<file path="src/rtl/tick_scheduler.sv">
// tick_scheduler: clock-enable pulse generator with a fixed pixel tick and a handshake-reconfigurable slow tick
module tick_scheduler #(
  parameter int          PIX_DIV     = 4,
  parameter int          CNT_W       = 27,
  parameter int unsigned DEFAULT_DIV = 100000000
) (
  input  logic             InputClock,
  input  logic             rst_n,
  input  logic             enable,
  input  logic             cfg_valid,
  input  logic [CNT_W-1:0] cfg_div,
  output logic             cfg_ready,
  output logic             pix_tick,
  output logic             slow_tick,
  output logic [CNT_W-1:0] active_div
);
  localparam int PW = $clog2(PIX_DIV);
  typedef enum logic [1:0] {STOP, RUN, PEND} state_t;
  state_t           state_q, state_d;
  logic [CNT_W-1:0] div_q, div_d, div_next_q, div_next_d, slow_cnt_q, slow_cnt_d, cfg_div_eff;
  logic [PW-1:0]    pix_cnt_q, pix_cnt_d;
  logic             pix_tick_q, pix_tick_d, slow_tick_q, slow_tick_d;
  logic             accept, counting, run_on, pix_wrap, slow_wrap;
  // state and datapath registers, synchronous active-low reset drops any pending divisor
  always_ff @(posedge InputClock) begin
    if (!rst_n) begin
      state_q     <= STOP;
      div_q       <= CNT_W'(DEFAULT_DIV);
      div_next_q  <= '0;
      pix_cnt_q   <= '0;
      slow_cnt_q  <= '0;
      pix_tick_q  <= 1'b0;
      slow_tick_q <= 1'b0;
    end else begin
      state_q     <= state_d;
      div_q       <= div_d;
      div_next_q  <= div_next_d;
      pix_cnt_q   <= pix_cnt_d;
      slow_cnt_q  <= slow_cnt_d;
      pix_tick_q  <= pix_tick_d;
      slow_tick_q <= slow_tick_d;
    end
  end
  // next state: a pending divisor leaves PEND only at a slow wrap or when stopped
  always_comb begin
    state_d = state_q == STOP ? (enable ? RUN : STOP) :
              !enable         ? STOP :
              state_q == RUN  ? (accept ? PEND : RUN) :
              slow_wrap       ? RUN : PEND;
  end
  // outputs decoded from state alone so ready never depends on cfg_valid
  always_comb begin
    cfg_ready  = state_q != PEND;
    pix_tick   = pix_tick_q;
    slow_tick  = slow_tick_q;
    active_div = div_q;
  end
  // counters, registered ticks and divisor commit on the period boundary
  always_comb begin
    accept      = cfg_valid & cfg_ready;
    cfg_div_eff = cfg_div == '0 ? CNT_W'(1) : cfg_div;
    counting    = state_q != STOP;
    run_on      = counting & enable;
    pix_wrap    = counting && pix_cnt_q == PW'(PIX_DIV - 1);
    slow_wrap   = counting && slow_cnt_q == div_q - 1'b1;
    pix_cnt_d   = run_on && !pix_wrap ? pix_cnt_q + 1'b1 : '0;
    slow_cnt_d  = run_on && !slow_wrap ? slow_cnt_q + 1'b1 : '0;
    pix_tick_d  = run_on & pix_wrap;
    slow_tick_d = run_on & slow_wrap;
    div_d       = accept && (state_q == STOP || !enable)                ? cfg_div_eff :
                  state_q == PEND && (!enable || slow_wrap)              ? div_next_q  : div_q;
    div_next_d  = accept && state_q == RUN && enable ? cfg_div_eff : div_next_q;
  end
endmodule
</file>
<file path="config.mk">
export PLATFORM = sky130hd
export DESIGN_NAME = tick_scheduler
export DESIGN_NICKNAME = d
export VERILOG_FILES = /design/src/rtl/tick_scheduler.sv
export SDC_FILE = /design/constraint.sdc
export NUM_CORES = 1
export LEC_CHECK = 0
export BUFFER_PORTS_ARGS = -buffer_cell sky130_fd_sc_hd__buf_2
export CORE_MARGIN = 3
export CORE_UTILIZATION = 55
export DETAILED_ROUTE_END_ITERATION = 7
export GPL_ROUTABILITY_DRIVEN = 1
export MAX_ROUTING_LAYER = met4
export PLACE_DENSITY = 0.76
export SLEW_MARGIN = 20
export SYNTH_ARGS = -nofsm -noshare
export SYNTH_HDL_FRONTEND = slang
export SYNTH_SLANG_ARGS = --single-unit
export TNS_END_PERCENT = 50
</file>
<file path="constraint.sdc">
create_clock -name InputClock -period 10.1 [get_ports InputClock]
set_input_delay 1.01 -clock InputClock [delete_from_list [all_inputs] [get_ports InputClock]]
set_output_delay 1.01 -clock InputClock [all_outputs]
set_load 0.03 [all_outputs]
</file>
==> Yosys cells after proc, flatten, opt, wreduce, memory -nomap -nowiden <==
Cells that the tools add are included.
{ "classes": {"addsub": 3, "eq_ne": 5, "mux": 9, "bitwise_logic": 4, "reduce_logical": 19} }
{ "op_table": {"columns": ["op", "n"], "rows": [
  ["27-bit two-way mux", 3],
  ["27-bit by 1-bit adder with 27-bit output, second input constant", 1],
  ["27-bit equality test", 1],
  ["27-bit zero test", 1],
  ["27-bit by 1-bit subtractor with 27-bit output, second input constant", 1],
  ["2-bit two-way mux", 5],
  ["1-bit logical AND", 8],
  ["1-bit AND", 4],
  ["2-bit equality test, second input constant", 2],
  ["2-bit AND reduction", 2],
  ["2-bit nonzero test", 2],
  ["1-bit zero test", 3],
  ["2-bit by 1-bit adder with 2-bit output, second input constant", 1],
  ["2-bit by 1-bit equality test with 1-bit output, second input constant", 1],
  ["2-bit zero test", 1],
  ["1-bit logical OR", 2],
  ["2-bit != test, second input constant", 1],
  ["1-bit two-way mux", 1]
]} }
{ "totals": {"ff_bits": 87, "output_inout_bits": 30, "word_cells": 47} }

==> Logic depth before layout (Yosys ltp) <==
Gate-level depths: netlist (run 1).
{ "depth": {"ltp_word": 7, "depth_mapped": 13, "ltp_nobuf": 11} }

==> Worst setup path after synthesis (run 1) <==
No wires, ideal clock.
{ "synth_path": {"path_type": "reg-to-reg", "startpoint": "register div_q[9], in the netlist active_div[9]", "endpoint": "register div_q[13], in the netlist active_div[13]", "setup_time_ps": 136, "t_arrival_ps": 3231, "path_slack_ps": 6733, "path_stages_with_launch": 12, "n_path_buf": 3, "synth_period_minus_slack_ps": 3367, "cell_sequence": "dfxtp_1 -> buf_6 -> or4_1 -> buf_2 -> a211o_1 -> or4_1 -> nor4_1 -> nand4_1 -> o311a_4 -> nor2_8 -> buf_4 -> a31oi_1"} }
{ "synth_via": {"elab_chain_cells": 6} }
{ "synth_rtl": {"columns": ["element", "line_no", "source"], "rows": [
  ["start: declaration", "20", "logic [CNT_W-1:0] div_q, div_d, div_next_q, div_next_d, slow_cnt_q, slow_cnt_d, cfg_div_eff;"],
  ["start signal: assignment", "28", "div_q <= CNT_W'(DEFAULT_DIV);"],
  ["start signal: assignment", "36", "div_q <= div_d;"],
  ["27-bit by 1-bit subtractor with 27-bit output", "65", "slow_wrap = counting && slow_cnt_q == div_q - 1'b1;"],
  ["27-bit equality test", "65", null],
  ["1-bit logical AND", "65", null],
  ["1-bit logical OR", "71", "state_q == PEND && (!enable || slow_wrap) ? div_next_q : div_q;"],
  ["1-bit logical AND", "71", null],
  ["2-bit nonzero test (no source line)", null, null]
]} }
Every way passes these cells.
A chain may end at the register's enable or synchronous reset.

==> Worst setup path after layout (run 1) <==
{ "layout_path": {"startpoint": "register div_q[0], in the netlist active_div[0]", "endpoint": "register slow_cnt_q[3]"} }
{ "layout_via": {"elab_chain_cells": 6} }
{ "layout_rtl": {"columns": ["element", "line_no", "source"], "rows": [
  ["27-bit by 1-bit subtractor with 27-bit output", "65", null],
  ["27-bit equality test", "65", null],
  ["1-bit logical AND", "65", null],
  ["1-bit zero test", "67", "slow_cnt_d = run_on && !slow_wrap ? slow_cnt_q + 1'b1 : '0;"],
  ["1-bit logical AND", "67", null],
  ["2-bit AND reduction (no source line)", null, null],
  ["end signal: assignment", "39", "slow_cnt_q <= slow_cnt_d;"],
  ["end: declaration", "20", null]
]} }
Every way passes these cells.

==> impl_results.md, run 1 <==
* Area of the multi-input gates at slightly below 3000 µm²
* Fin. max-slew vios at 0
* Arrival @ worst endpoint at approximately 4.4 ns
* Clk_skew at between 0.02 and 0.025 ns
* Mapped Nets at 617
* Avg Cell Area, Syn at between 8 and 9 µm²
* Biggest fanout along the worst timing path at 27
* Clk Tree Root Cell: clkbuf_8
* Data required time of the worst path at a little over 10 ns
* Worst IR Drop VDD at just under 0.1 mV
* I/O pins at 61
* Synth-to-Final Area Change at 9.48%
* Max-slew headroom at between 30% and 40%
* Sequential share of the synthesized area at between 30% and 40%
* Total Routed Length at 12,400 µm
* Setup WS post-layout at 5.93 ns
* Total grt overflow at 0
* Die X at between 100 and 150 µm
* Maxcap violations at 0
* Starting Density at 57.8%
* Die Area at roughly 10,000 µm²
* Leak at approximately 2.1 nW
* Max H-tree Level at 3
* Largest net degree at the start of global routing at 70
* CTS tree: yes
* Netlist cell types at 56
* Initial DRC Count at around 200
* Num CTS Buffers at 9
* Final worst path period need at around 4.2 ns
* Worst slew pin tran at approximately 1 ns
* Post-CTS sizing at 0
* Layout cells sized above 1 at between 10 and 15%
* Vias in the first global route at 4,177
* CORE AREA at ~8400 µm²
* Router iterations before antenna repair at 5
* WL/cell at between 15 and 20 µm
* First-pass GRT wire length at about 20,000 µm
* Commonest cells after routing, fill and taps aside: dfxtp_1, nand2_1, buf_2, nor2_1, nand3_1
* Routed Antenna Nets at 0
* RePlAce Congestion at 0.941
* Final core occ at 63.3%
* Clk slew on worst S/H paths at 0.11 ns
* Top FF cell, synth: dfxtp_1
* CP Launch Type: flop
* DR vias/cell at approximately 6.0
* Ys async rst share at 0%
* Period utilisation layout at approximately two fifths
* Synth top area share at between 30% and 40%
* #FFs+latches synth at 87
* Synthesized instance count at 583
* Hold crit path type: flop to flop
* Status: complete, no violations
* Pre-CTS setup slack at around 6.0 ns
* Cell taking the most area after synthesis: dfxtp_1
* Final hold viol count at 0
* N_diodes at 0
* Clk_lat worst skew at about 0.38 ns
* Hold buffer count at CTS at 0
* Post-Synthesis Cell Area at between 4000 and 5000 µm²
* All-Layer GR Usage at 25.9%
* Clock Sinks at 87
* Post-synth EDFFs at 0
* Final #Nets at about 650
* Via count at approximately 4,400
* Synth top area cells: dfxtp_1, mux2i_1, nand2_1
* Filler cell count at a little under 800
* Final setup violation count at 0
* Dpl hpwl at approximately 8900 µm
* Crit. End Element: flop
* RSZ-0062 raised after global routing: no
* Number of port buffers at 60
* Register area at ~1700 µm²
* Power Density at around 140 nW/µm²
* Leading cell type in the layout, fill and taps excluded: dfxtp_1
* Row cnt at 33
* Warnings from Yosys at 0
* TNS Setup at 0 ns
* Maximum clock path buffer count at 2
* Fmax at between 0.2 and 0.25 GHz
* Initial antenna violation count at 0
* Setup bufs post-CTS at 0
* DRC at 0
* Critical path class: flop to flop
* DIE HEIGHT at 100 µm
## synth_stat cells, drive strengths merged (2+ instances only)
cell type and number:
o31ai 4, a211o 2, and3 6, nor4 15, or3 6, nor2b 4
dfxtp 87, xnor2 30, nand3 36, o21ai 10, a211oi 3, a21boi 26
mux2i 28, a31oi 14, and2 5, ha 3, o22ai 2, xor2 21
nand2b 15, o211ai 3, nor3b 4, or4 5, nor3 15, clkbuf 26
o21bai 2, inv 7, and4 2, nand3b 2, o211a 17, a21oi 18
nand2 73, nor2 54, nand4 9, o311ai 3, buf 11, o21a 3
## stage by stage
stage                     hold WS (ns)  cells  cell area, µm²  total power, mW
final                            0.434    730            5330            0.752
after global placement           0.417    714            5140            0.519
after CTS                        0.439    730            5330            0.753
after detailed placement         0.427    714            5140            0.522
after floorplan                  0.408    583            4870            0.480
after global routing             0.454    730            5330            0.783
## where the power goes
part           internal, mW  switching [mW]  leakage (nW)
Clock                0.0946           0.141        0.0892
Sequential            0.355          0.0240         0.708
Combinational        0.0514          0.0855          1.28
Total                 0.502           0.251          2.08
## per-layer routing
metal  GRT usage, %  share of wire, %  up-vias
met3           4.03               5.9       21
met1           33.4                44     2073
met2           42.1                49      143
met4           7.77               1.4        0
li1               -                 -     2153
met5              -                 0        -
## cell families after synthesis
logic type                 synth area share [%]
buffers and inverters                      4.34
DFF                                        35.8
AOI/OAI and AO/OA                          17.9
muxes                                      5.75
xor gates and xnor gates                   9.17
and+or+nand+nor                            26.4
adders and majority gates                 0.771
## flip-flops by register name, summed over array words and instances (netlist names)
signal and cells:
slow_cnt_q 27, slow_tick 1, pix_tick 1, state_q 2
pix_cnt_q 2, div_next_q 27, active_div 27
## critical path, cell delays in order, from the launching register on
cell and delay, ns:
dfxtp_1 0.43, inv_1 0.10, ha_1 0.27, or4b_1 0.57
or3_4 0.44, o31ai_1 0.26, o21ai_0 0.13, a211oi_1 0.29
nand3_2 0.16, or3_1 0.45, nand2b_1 0.75, nor2_1 0.15
## layout make-up
class,instances,share of cell area [%]
Multi-Input combinational cell,452,54.8
Sequential cell,87,32.7
Timing Repair Buffer,63,6.10
Tap cell,105,2.46
Clock buffer,9,2.32
Clock inverter,7,1.15
Inverter,7,0.493
## worst paths after layout
check	cells past startpoint	slack, ns	from	to
max	11	5.93	active_div[0]$_SDFFE_PN0P_	slow_cnt_q[3]$_SDFF_PN0_
min	1	0.43	pix_cnt_q[0]$_SDFF_PN0_	pix_cnt_q[0]$_SDFF_PN0_
max reg2reg	11	5.93	active_div[0]$_SDFFE_PN0P_	slow_cnt_q[3]$_SDFF_PN0_
min reg2reg	1	0.43	pix_cnt_q[0]$_SDFF_PN0_	pix_cnt_q[0]$_SDFF_PN0_
Power figures use the tool's default switching activity.
==> run 2, diff against run 1 <==
--- a/config.mk
+++ b/config.mk
@@ -7,11 +7,11 @@
 export LEC_CHECK = 0
 export BUFFER_PORTS_ARGS = -buffer_cell sky130_fd_sc_hd__buf_2
 export CORE_MARGIN = 3
-export CORE_UTILIZATION = 55
+export CORE_UTILIZATION = 53
 export DETAILED_ROUTE_END_ITERATION = 7
 export GPL_ROUTABILITY_DRIVEN = 1
 export MAX_ROUTING_LAYER = met4
-export PLACE_DENSITY = 0.76
+export PLACE_DENSITY = 0.77
 export SLEW_MARGIN = 20
 export SYNTH_ARGS = -nofsm -noshare
 export SYNTH_HDL_FRONTEND = slang
==> constraint.sdc (replaced) <==
create_clock -name InputClock -period 3.68 [get_ports InputClock]
set_input_delay 0.368 -clock InputClock [delete_from_list [all_inputs] [get_ports InputClock]]
set_output_delay 0.368 -clock InputClock [all_outputs]
set_load 0.03 [all_outputs]
==> impl_results.md, run 2 (synthesized netlist as in run 1, its figures left out) <==
* Leak at 2.17 nW (+4.7%)
* Hold buffer count at CTS at 0 (unchanged)
* Crit. End Element: flop
* Hold crit path type: input port to flop
* Period utilisation layout at 95.7% (+54 points)
* Final core occ at 62.5% (-0.76 points)
* All-Layer GR Usage at 26.9% (+1.0 points)
* Largest net degree at the start of global routing at 70 (unchanged)
* Final worst path period need at 3.52 ns (-0.644 ns)
* I/O pins at 61 (unchanged)
* Clk slew on worst S/H paths at 0.10 ns (about the same)
* CP Launch Point: active_div[0]$_SDFFE_PN0P_
* Arrival @ worst endpoint at 3.83 ns (-0.55 ns)
* N_diodes at 0 (unchanged)
* Max H-tree Level at 3 (unchanged)
* Data required time of the worst path at 3.99 ns (-6.32 ns)
* Max-slew headroom at 12.8% (-19 points)
* Setup WS post-layout at 0.158 ns (-5.78 ns)
* CTS tree: yes
* Finished Cell Area at 5510 µm² (+3.3%)
* DP Area at 5290 µm² (+2.7%)
* Worst IR Drop VDD at 0.249 mV (+160%)
* DRC at 0 (unchanged)
* DR vias/cell at 5.90 (-1.9%)
* Die Area at 10,400 µm² (+3.5%)
* Fmax at 0.284 GHz (+18%)
* Post-CTS sizing at 0 (unchanged)
* RSZ-0062 raised after global routing: no
* CORE AREA at 8810 µm² (+4.5%)
* RePlAce Congestion at 0.943 (+0.24%)
* First-pass GRT wire length at 21,300 µm (+4.9%)
* Worst slew pin tran at 1.29 ns (+0.265 ns)
* Clk_lat worst skew at 0.37 ns (about the same)
* Clk Tree Root Cell: clkbuf_8
* Status: complete, no violations
* Commonest cells after routing, fill and taps aside: dfxtp_1, nand2_1, buf_2, nor2_1, nand3_1
* Worst hold margin at 0.257 ns (-0.177 ns)
* Via count at 4,425 (+0.80%)
* Clock Sinks at 87 (unchanged)
* Row cnt at 34 (+3.0%)
* Power Density at 388 nW/µm² (+180%)
* Initial DRC Count at 299 (+50%)
* Final #Nets at 671 (+2.6%)
* Synth-to-Final Area Change at 13.1%
* Die X at 102 µm (+1.8%)
* Fin. max-slew vios at 0 (unchanged)
* Clk_skew at 0.0144 ns (-0.00881 ns)
* Setup bufs post-CTS at 0 (unchanged)
* Number of port buffers at 60 (unchanged)
* Maximum clock path buffer count at 2 (unchanged)
* DIE HEIGHT at 102 µm (+1.8%)
* TNS Setup at 0 ns (unchanged)
* Biggest fanout along the worst timing path at 13 (-52%)
* Total grt overflow at 0 (unchanged)
* Vias in the first global route at 4,126 (-1.2%)
* Pre-CTS setup slack at 0.132 ns (-5.90 ns)
* Hold Path Origin: cfg_div[21]
* Leading cell type in the layout, fill and taps excluded: dfxtp_1
* CP Launch Type: flop
* Filler cell count at 768 (-1.0%)
* Dpl hpwl at 9490 µm (+6.3%)
* Maxcap violations at 0 (unchanged)
* Initial antenna violation count at 0 (unchanged)
* WL/cell at 17.4 µm (+2.5%)
* Routed Antenna Nets at 0 (unchanged)
* Final setup violation count at 0 (unchanged)
* Final hold viol count at 0 (unchanged)
* Router iterations before antenna repair at 5 (unchanged)
* Num CTS Buffers at 9 (unchanged)
* Starting Density at 55.3% (-2.5 points)
* Total Routed Length at 13,100 µm (+5.3%)
* Worst R2R Start: active_div[0]$_SDFFE_PN0P_
* Layout cells sized above 1 at 16.0% (+2.0 points)
* Critical path class: flop to flop
## run 2: cell count changes in the layout (fill, tap and decap cells not counted), sizes merged
cell	previous run	this run
buf	63	79
bufinv	0	1
nor2	54	55
clkbuf	9	12
inv	12	8
## run 2: stage by stage
stage | total power [mW] | cells
2_1_floorplan | 1.32 | 583
3_5_place_dp | 1.46 | 732
5_1_grt | 2.23 | 750
6_report | 2.14 | 750
3_3_place_gp | 1.45 | 732
4_1_cts | 2.14 | 748
## run 2: worst paths after layout
check / depth (start not counted) / slack (ns) / end
worst max register to register: 11 / 0.16 / active_div[11]$_SDFFE_PN0P_
worst min-delay path: 3 / 0.26 / div_next_q[21]$_SDFFE_PN0P_
worst min register to register: 1 / 0.44 / pix_cnt_q[0]$_SDFF_PN0_
worst max-delay path: 11 / 0.16 / active_div[11]$_SDFFE_PN0P_
## run 2: worst max-delay path, cell delays in order (launching register included)
cell and delay (ns):
dfxtp_1 0.36, inv_1 0.07, ha_1 0.22, or4b_1 0.55, or3_4 0.44, nor2_4 0.16
xnor2_1 0.12, a2111oi_4 0.39, nand3_2 0.17, o311a_4 0.47, nor2_4 0.32, o211a_1 0.20
## run 2: area by class of cell
class / instances / area [µm²] / area share (%)
Multi-Input combinational cell: 453 / 2930 / 53.3
Clock inverter: 4 / 53.8 / 0.977
Sequential cell: 87 / 1740 / 31.6
Clock buffer: 12 / 145 / 2.64
Timing Repair Buffer: 79 / 472 / 8.56
Tap cell: 108 / 135 / 2.45
Inverter: 7 / 26.3 / 0.477
## run 2: metal layers
layer	up-vias	global-route usage, %	share of wire, %
li1	2173	-	-
met1	2091	37.0	46
met2	141	40.9	47
met3	20	3.89	5.4
met4	0	8.78	1.8
met5	-	-	0
## run 2: power breakdown
group | internal, mW | switching (mW) | leakage (nW)
clock network | 0.336 | 0.357 | 0.0932
logic | 0.161 | 0.259 | 1.37
registers | 0.975 | 0.0504 | 0.708
==> run 3, diff against run 2 <==
--- a/config.mk
+++ b/config.mk
@@ -6,7 +6,8 @@
 export NUM_CORES = 1
 export LEC_CHECK = 0
 export BUFFER_PORTS_ARGS = -buffer_cell sky130_fd_sc_hd__buf_2
-export CORE_MARGIN = 3
+export CORE_ASPECT_RATIO = 0.7
+export CORE_MARGIN = 10
 export CORE_UTILIZATION = 53
 export DETAILED_ROUTE_END_ITERATION = 7
 export GPL_ROUTABILITY_DRIVEN = 1
==> impl_results.md, run 3 (synthesized netlist as in run 1, its figures left out) <==
* Routed Antenna Nets at 0 (unchanged)
* Reg-to-Reg End: active_div[13]$_SDFFE_PN1P_
* Maximum clock path buffer count at 2 (unchanged)
* Crit. End Element: flop
* Finished Layout Cells at 764 (+1.9%)
* Hold EP: div_next_q[15]$_SDFFE_PN0P_
* Clock Sinks at 87 (unchanged)
* Biggest fanout along the worst timing path at 27 (+14)
* Seq pwr share at 45.4% (-2.6 points)
* Crit-path slowest cell: or4b_1
* Max H-tree Level at 3 (unchanged)
* Clk pwr share at 36.3% (+3.9 points)
* Commonest cells after routing, fill and taps aside: dfxtp_1, nand2_1, buf_2, nor2_1, nand3_1
* Worst slew pin tran at 0.902 ns (-0.393 ns)
* Final worst path period need at 3.51 ns (-0.0149 ns)
* RSZ-0062 raised after global routing: no
* CP peak stage delay at 0.56 ns (about the same)
* Crit path max-delay family: simple AND/OR/NAND/NOR gates
* Post-CTS sizing at 0 (unchanged)
* Total grt overflow at 0 (unchanged)
* Worst R2R Setup Slack at 0.17 ns (about the same)
* Dpl hpwl at 9760 µm (+2.8%)
* Final #Nets at 669 (-0.30%)
* Hold buffer count at CTS at 0 (unchanged)
* Vias in the first global route at 4,189 (+1.5%)
* Final setup violation count at 0 (unchanged)
* Leak at 2.19 nW (+0.53%)
* All-Layer GR Usage at 20.1% (-6.8 points)
* Worst R2R Path Depth at 11 (unchanged)
* Worst-path cell chain: inv_1 -> ha_1 -> or4b_1 -> or3_4 -> nor2_4 -> xnor2_1 -> a2111oi_4 -> nand3_2 -> o311a_4 -> nor2_8 -> a31oi_1
* Power Density at 407 nW/µm² (+4.8%)
* Via count at 4,481 (+1.3%)
* Initial antenna violation count at 0 (unchanged)
* Number of port buffers at 60 (unchanged)
* P_sw at 0.667 mW (about the same)
* Arrival @ worst endpoint at 3.70 ns (-0.13 ns)
* Critical path class: flop to flop
* CP Buf/Inv Count at 1 (unchanged)
* N_diodes at 0 (unchanged)
* DR vias/cell at 5.87 (-0.59%)
* Die Area at 13,500 µm² (+30%)
* I/O pins at 61 (unchanged)
* Fin. max-slew vios at 0 (unchanged)
* First-pass GRT wire length at 21,700 µm (+1.7%)
* Int Power at 1.59 mW (+8.2%)
* Setup bufs post-CTS at 0 (unchanged)
* CP Launch Type: flop
* Status: complete, no violations
* Largest net degree at the start of global routing at 69 (-1.4%)
* Final hold viol count at 0 (unchanged)
* Fmax at 0.285 GHz (+0.42%)
* Num CTS Buffers at 9 (unchanged)
* Clk Tree Root Cell: clkbuf_16
* Switching Share at 29.5% (-1.7 points)
* Data required time of the worst path at 3.87 ns (-0.12 ns)
* DIE HEIGHT at 100 µm (-1.6%)
* WHS Path Cells at 3 (unchanged)
* Die X at 135 µm (+32%)
* Starting Density at 54.1% (-1.2 points)
* DRC at 0 (unchanged)
* CTS tree: yes
* Leading cell type in the layout, fill and taps excluded: dfxtp_1
* Period utilisation layout at 95.3% (-0.40 points)
* Comb pwr share at 18.3% (-1.3 points)
* RePlAce Congestion at 0.965 (+2.3%)
* Worst IR Drop VDD at 0.257 mV (+3.1%)
* Clk slew on worst S/H paths at 0.07 ns (-0.03 ns)
* Layout cells sized above 1 at 15.5% (-0.57 points)
* Hold Path Origin: cfg_div[15]
* Total Routed Length at 13,000 µm (-0.37%)
* TNS Setup at 0 ns (unchanged)
* Maxcap violations at 0 (unchanged)
* Hold crit path type: input port to flop
* Max-slew headroom at 39.2% (+26 points)
* Synth-to-Final Area Change at 14.0%
* Worst R2R Start: active_div[1]$_SDFFE_PN0P_
* Router iterations before antenna repair at 5 (unchanged)
* Row cnt at 29 (-15%)
* Clk_skew at 0.00770 ns (-0.00669 ns)
* WL/cell at 17.1 µm (-2.2%)
* Placed Cells at 748 (+2.2%)
* CORE AREA at 9000 µm² (+2.2%)
* Clk_lat worst skew at 0.34 ns (-0.03 ns)
* Initial DRC Count at 389 (+30%)
## run 3: worst register-to-register path, stage by stage, from the launching register on
cell       delay (ns)
dfxtp_1          0.34
inv_1            0.06
ha_1             0.22
or4b_1           0.56
or3_4            0.44
nor2_4           0.15
xnor2_1          0.12
a2111oi_4        0.37
nand3_2          0.17
o311a_4          0.44
nor2_8           0.33
a31oi_1          0.15
## run 3: power groups by stage
stage,sequential (mW),clock (mW),combinational (mW)
floorplan,1.08,0,0.234
global placement,1.04,0,0.403
detailed placement,1.05,0,0.408
CTS,1.02,0.829,0.410
global route,1.03,0.884,0.450
finish,1.03,0.819,0.414
## run 3: per-stage QoR
stage	utilization, %	hold WS, ns	power (mW)	worst slack, ns	cell area [µm²]
after floorplan	-	0.408	1.32	0.313	4870
after global placement	58.8	0.417	1.45	0.298	5290
after detailed placement	58.8	0.432	1.45	0.192	5290
after CTS	61.7	0.294	2.26	0.179	5550
after global routing	61.7	0.301	2.36	0.0163	5550
final	61.7	0.296	2.26	0.173	5550
## run 3: how the worst max path moves through the flow
stage / start / end / slack, ns / cells after the start
5_1_grt: active_div[1]$_SDFFE_PN0P_ / active_div[21]$_SDFFE_PN1P_ / 0.02 / 11
4_1_cts: active_div[1]$_SDFFE_PN0P_ / active_div[0]$_SDFFE_PN0P_ / 0.18 / 11
6_report: active_div[1]$_SDFFE_PN0P_ / active_div[13]$_SDFFE_PN1P_ / 0.17 / 11
3_5_place_dp: active_div[1]$_SDFFE_PN0P_ / active_div[0]$_SDFFE_PN0P_ / 0.19 / 11
2_1_floorplan: active_div[9]$_SDFFE_PN0P_ / active_div[13]$_SDFFE_PN1P_ / 0.31 / 11
3_3_place_gp: active_div[1]$_SDFFE_PN0P_ / active_div[0]$_SDFFE_PN0P_ / 0.30 / 11
## run 3: area by class of cell
cell class                 count  area [µm²]
clock buffer                  13         240
clock inverter                 3        20.0
fill                         810        3440
inverter                       7        26.3
multi-input combinational    452        2920
sequential                    87        1740
tap                          124         155
timing repair buffer          78         448
## run 3: routing by layer
metal | up-vias | global-route usage [%] | routed length (µm)
met4 | 0 | 5.59 | 159
met1 | 2087 | 26.9 | 6220
li1 | 2182 | - | -
met3 | 26 | 5.34 | 1100
met2 | 186 | 29.3 | 5560
met5 | - | - | 0
